[config.mk]
export PLATFORM = sky130hd
export DESIGN_NAME = regfile_sb
export DESIGN_NICKNAME = d
export VERILOG_FILES = /design/src/rtl/regfile_sb.sv
export SDC_FILE = /design/constraint.sdc
export NUM_CORES = 1
export LEC_CHECK = 0
export ABC_AREA = 0
export ABC_CLOCK_PERIOD_IN_PS = 5200
export CORE_ASPECT_RATIO = 1.25
export CORE_UTILIZATION = 25
export DETAILED_ROUTE_END_ITERATION = 8
export SYNTH_ARGS = -nofsm -noshare
export SYNTH_HDL_FRONTEND = slang
export SYNTH_SLANG_ARGS = --single-unit
[constraint.sdc]
create_clock -name clk -period 5.2 [get_ports clk]
set_input_delay 0.52 -clock clk [delete_from_list [all_inputs] [get_ports clk]]
set_output_delay 0.52 -clock clk [all_outputs]
set_load 0.1 [all_outputs]
[src/rtl/regfile_sb.sv]
// regfile_sb: parametrised register file for the core datapath.
// Two write ports (ALU writeback and load return), two combinational read
// ports with optional same-cycle bypass, a per-register pending-load
// scoreboard, and a sequencer that zeroes the array after reset.
module regfile_sb #(
  parameter int WIDTH    = 16,
  parameter int DEPTH    = 32,
  parameter int ZERO_REG = 1,
  parameter int BYPASS   = 1,
  localparam int AW      = $clog2(DEPTH)
) (
  input  logic             clk,
  input  logic             rst,
  output logic             ready,
  input  logic [AW-1:0]    a1,
  input  logic [AW-1:0]    a2,
  output logic [WIDTH-1:0] rd1,
  output logic [WIDTH-1:0] rd2,
  output logic             busy1,
  output logic             busy2,
  input  logic             we3,
  input  logic [AW-1:0]    a3,
  input  logic [WIDTH-1:0] wd3,
  input  logic             we4,
  input  logic [AW-1:0]    a4,
  input  logic [WIDTH-1:0] wd4,
  input  logic             pend_set,
  input  logic [AW-1:0]    pend_a
);

  typedef enum logic {ST_CLEAR = 1'b0, ST_RUN = 1'b1} state_t;

  state_t           r_state;
  state_t           w_state_nxt;
  logic [AW-1:0]    r_clr_ptr;
  logic             r_ready;
  logic [WIDTH-1:0] r_mem [DEPTH];
  logic [DEPTH-1:0] r_pend;

  logic             w_run;
  logic             w_we3;
  logic             w_we4;
  logic             w_we4_clr;
  logic             w_pset;
  logic [AW-1:0]    w_ra   [2];
  logic [WIDTH-1:0] w_rd   [2];
  logic             w_busy [2];

  // Next-state logic: leave CLEAR once the last entry has been zeroed
  always_comb begin
    w_state_nxt = r_state;
    case (r_state)
      ST_CLEAR: begin
        if (r_clr_ptr == AW'(DEPTH - 1)) begin
          w_state_nxt = ST_RUN;
        end else begin
          w_state_nxt = ST_CLEAR;
        end
      end
      ST_RUN:  w_state_nxt = ST_RUN;
      default: w_state_nxt = ST_CLEAR;
    endcase
  end

  // State register, clear pointer and registered ready flag
  always_ff @(posedge clk) begin
    if (rst) begin
      r_state   <= ST_CLEAR;
      r_clr_ptr <= '0;
      r_ready   <= 1'b0;
    end else begin
      r_state <= w_state_nxt;
      r_ready <= (w_state_nxt == ST_RUN);
      if (r_state == ST_CLEAR) begin
        r_clr_ptr <= r_clr_ptr + AW'(1);
      end
    end
  end

  // Write qualification: only in RUN, and never to register 0 when it is hardwired
  always_comb begin
    w_run     = (r_state == ST_RUN);
    w_we3     = w_run && we3 && !((ZERO_REG != 0) && (a3 == '0));
    w_we4     = w_run && we4 && !((ZERO_REG != 0) && (a4 == '0));
    w_we4_clr = w_run && we4;
    w_pset    = w_run && pend_set && !((ZERO_REG != 0) && (pend_a == '0));
  end

  // Array update: zero sweep during CLEAR, ALU and load writes during RUN (ALU last so it wins a collision)
  always_ff @(posedge clk) begin
    if (r_state == ST_CLEAR) begin
      r_mem[r_clr_ptr] <= '0;
    end else begin
      if (w_we4) begin
        r_mem[a4] <= wd4;
      end
      if (w_we3) begin
        r_mem[a3] <= wd3;
      end
    end
  end

  // Scoreboard: load return clears, pend_set applied last so it wins on the same register
  always_ff @(posedge clk) begin
    if (rst) begin
      r_pend <= '0;
    end else begin
      if (w_we4_clr) begin
        r_pend[a4] <= 1'b0;
      end
      if (w_pset) begin
        r_pend[pend_a] <= 1'b1;
      end
    end
  end

  // Read ports: zero during CLEAR, zero register override, then optional bypass
  always_comb begin
    w_ra[0] = a1;
    w_ra[1] = a2;
    for (int p = 0; p < 2; p++) begin
      w_rd[p]   = '0;
      w_busy[p] = 1'b0;
      if (!w_run) begin
        w_rd[p]   = '0;
        w_busy[p] = 1'b0;
      end else if ((ZERO_REG != 0) && (w_ra[p] == '0)) begin
        w_rd[p]   = '0;
        w_busy[p] = 1'b0;
      end else if (BYPASS != 0) begin
        if (w_we3 && (a3 == w_ra[p])) begin
          w_rd[p] = wd3;
        end else if (w_we4 && (a4 == w_ra[p])) begin
          w_rd[p] = wd4;
        end else begin
          w_rd[p] = r_mem[w_ra[p]];
        end
        w_busy[p] = r_pend[w_ra[p]] && !(w_we4_clr && (a4 == w_ra[p]));
      end else begin
        w_rd[p]   = r_mem[w_ra[p]];
        w_busy[p] = r_pend[w_ra[p]];
      end
    end
  end

  assign ready = r_ready;
  assign rd1   = w_rd[0];
  assign rd2   = w_rd[1];
  assign busy1 = w_busy[0];
  assign busy2 = w_busy[1];

endmodule

==> out/qor.yml <==
arrival_ns: 4.30
crit_type: "flip-flop to output pin"
synth_top_area_share_pct: 46.94
hold_depth: 2
netlist_area_um2: 32750
core-area_um2: 130000
std_cell_rows: 148
routed_wl_mm: 131.0
synth-seq-area-share_pct: 49.26
routedWlPerCell_um: 27.98
drtPass1Iterations: 6
setup_violations: 0
grt_pass1_vias: 25000
top_layer_used: "met5"
min_path_type: "flip-flop to flip-flop"
grt_max_degree: 61
cts_root_buffer: "clkbuf_16"
cp.depth: 7
cts.htree.levels: 2
fmax_ghz: 0.2074
final_cells: 4682
route.detailed.drc: 0
ir_drop_uv: 246.2
holdCritStartpoint: "r_pend[14]"
ys_seq_elements: 550
syn-num-nets: 3009
via_per_inst: 5.562
area_growth_pct: 16.24
route.met2.wl_mm: 61.09
fin_area_um2: 38070
cp-start-kind: "flip-flop"
dp_cells: 4580
gp_congestion: 1.028
drv_slew: 0
finalCritPeriodShare_pct: 92.71
synth_flop_cell: "edfxtp_1"
cts_made_buffers: 57
synthTopCellsByArea: "edfxtp_1 (47%), mux4_2 (12%), o21ai_0 (7.7%)"
path_delay_family: "simple AND/OR/NAND/NOR gates"
io_buffers: 96
vias: 26040
grt_pass1_wl_mm: 185.3
holdPathEnd: "r_pend[14]"
antenna_found_initial: 2
status: "complete, no violations"
r2r_slack_ns: 1.45
fin_skew_ns: 0.02631
dp_hpwl_mm: 91.09
crit_buf_inv: 2
cts_tree: "yes"
cts_sinks: 550
cp_max_fo: 15
maxCapViolCount: 0
regToRegStartpoint: "ready"
async_flop_share_pct: 0
cp_cell_sequence: "nand2_1 > nor4_4 > a21bo_2 > nor2_1 > buf_4 > a221o_1 > buf_12"
crit_path_top_delay_cell: "dfxtp_1"
wl_met1_mm: 46.86
worstSkewPairLatency_ns: 0.66
die_area_um2: 132500
yosys_warnings: 0
final_common_cell: "nand2_1"
final_cell_mix: "nand2_1 (582), edfxtp_1 (512), o21ai_0 (501), mux4_2 (180), mux2i_1 (165)"
leakagePower_nw: 11.93
post_cts_resize_count: 0
cp_slowest_stage_delay_ns: 0.93
die_h_um: 406.7
wl_met3_mm: 13.91
path_clk_slew_ns: 0.06
fin_util_pct: 29.29
postSynthCellCount: 2945
cts_buffer_depth: 3
maxSlewHeadroom_pct: 6.956
postCtsSetupBuffers: 0
required_ns: 4.68
yosysUniqueCellTypes: 67
cellPowerDensity_nw_per_um2: 262.2
reg2reg_to: "r_mem[21][15]"
fp.dieW_um: 325.7
holdWs_ns: 0.4923
worst_pin_slew_ns: 1.394
drtIter0Drc: 3674
track_usage_pct: 19.31
ioPinCount: 97
yosysTopAreaCell: "edfxtp_1"
nets: 2979
start_util_pct: 25.20
drive_gt1_share_pct: 20.67
hold_viol: 0
synth-edff-count: 512
ant_nets: 0
syn_avg_cell_area_um2: 11.12
holdBufCountCts: 0
overflow: 0
place_area_um2: 36230
cp-end-kind: "output pin"
reg2reg_depth: 4
rsz0062_at_grt: "no"
fin_crit_ns: 4.821
tns_ns: 0
-- layout make-up --
type | count | area, µm²
antenna | 1 | 2.502
inverter | 23 | 86.33
fill | 13210 | 91920
multi-input combinational | 2032 | 15300
clock inverter | 19 | 140.1
clock buffer | 81 | 1687
timing repair buffer | 251 | 2564
tap | 1725 | 2158
sequential | 550 | 16140
-- per-layer routing --
layer  up-vias  track usage [%]
met5         -                0
met4         2            11.61
met3       391            4.693
met2      1692            31.79
met1     12890            22.78
li1      11070                -
-- synth_stat cells (24+ instances only) --
cell and count:
o22ai_1 47, mux2_2 67, o221ai_1 57, clkbuf_1 224, a211oi_1 24, nand2_1 582, a21oi_1 77, mux4_2 180
dfxtp_1 38, mux2i_1 165, edfxtp_1 512, buf_2 73, o21ai_0 503, nor2_1 74
-- worst reg2reg max path, stage by stage (launching register included) --
cell	delay [ns]
dfxtp_1	0.93
nand2_1	0.37
or2_1	0.67
nor2_2	1.22
o21ai_0	0.25
-- metrics by stage --
stage          setup slack (ns)  power, mW
4_1_cts                  0.5222      9.978
3_3_place_gp             0.7078      5.929
5_1_grt                  0.4305      10.19
3_5_place_dp             0.7371      5.932
2_1_floorplan            0.6244      5.510
6_report                 0.3790      9.984
-- power breakdown --
group / switching (mW) / internal, mW / leakage [nW]
Combinational: 0.658 / 0.366 / 6.43
Sequential: 0.0264 / 4.82 / 4.59
Clock: 1.82 / 2.30 / 0.915
Total: 2.50 / 7.48 / 11.9
-- logic make-up (layout without fill, tap and decap cells) --
| kind of cell | count (synthesis) | count (layout) | synth area share, % |
|---|---|---|---|
| AO/OA/AOI/OAI | 819 | 819 | 14.76 |
| XOR/XNOR | 23 | 23 | 0.6150 |
| adder cells (fa/ha/maj) | 2 | 2 | 0.07639 |
| buffers and inverters | 363 | 374 | 4.893 |
| flip-flops | 550 | 550 | 49.26 |
| multiplexers | 423 | 423 | 20.61 |
| other | 0 | 1 | 0 |
| AND/OR/NAND/NOR | 765 | 765 | 9.783 |
-- worst max path at each step --
| stage | from | end | slack [ns] |
|---|---|---|---|
| after floorplan | ready | rd2[14] | 0.62 |
| after detailed placement | a1[2] | rd1[15] | 0.74 |
| final | ready | rd2[10] | 0.38 |
| after CTS | ready | rd2[10] | 0.52 |
| after global placement | a1[2] | rd1[15] | 0.71 |
| after global routing | ready | rd2[5] | 0.43 |
-- registers in the layout (all words and copies together), names as in the netlist --
register,cells
r_clr_ptr,5
ready,1
r_pend,32
r_mem,512
Power figures use the tool's default switching activity.
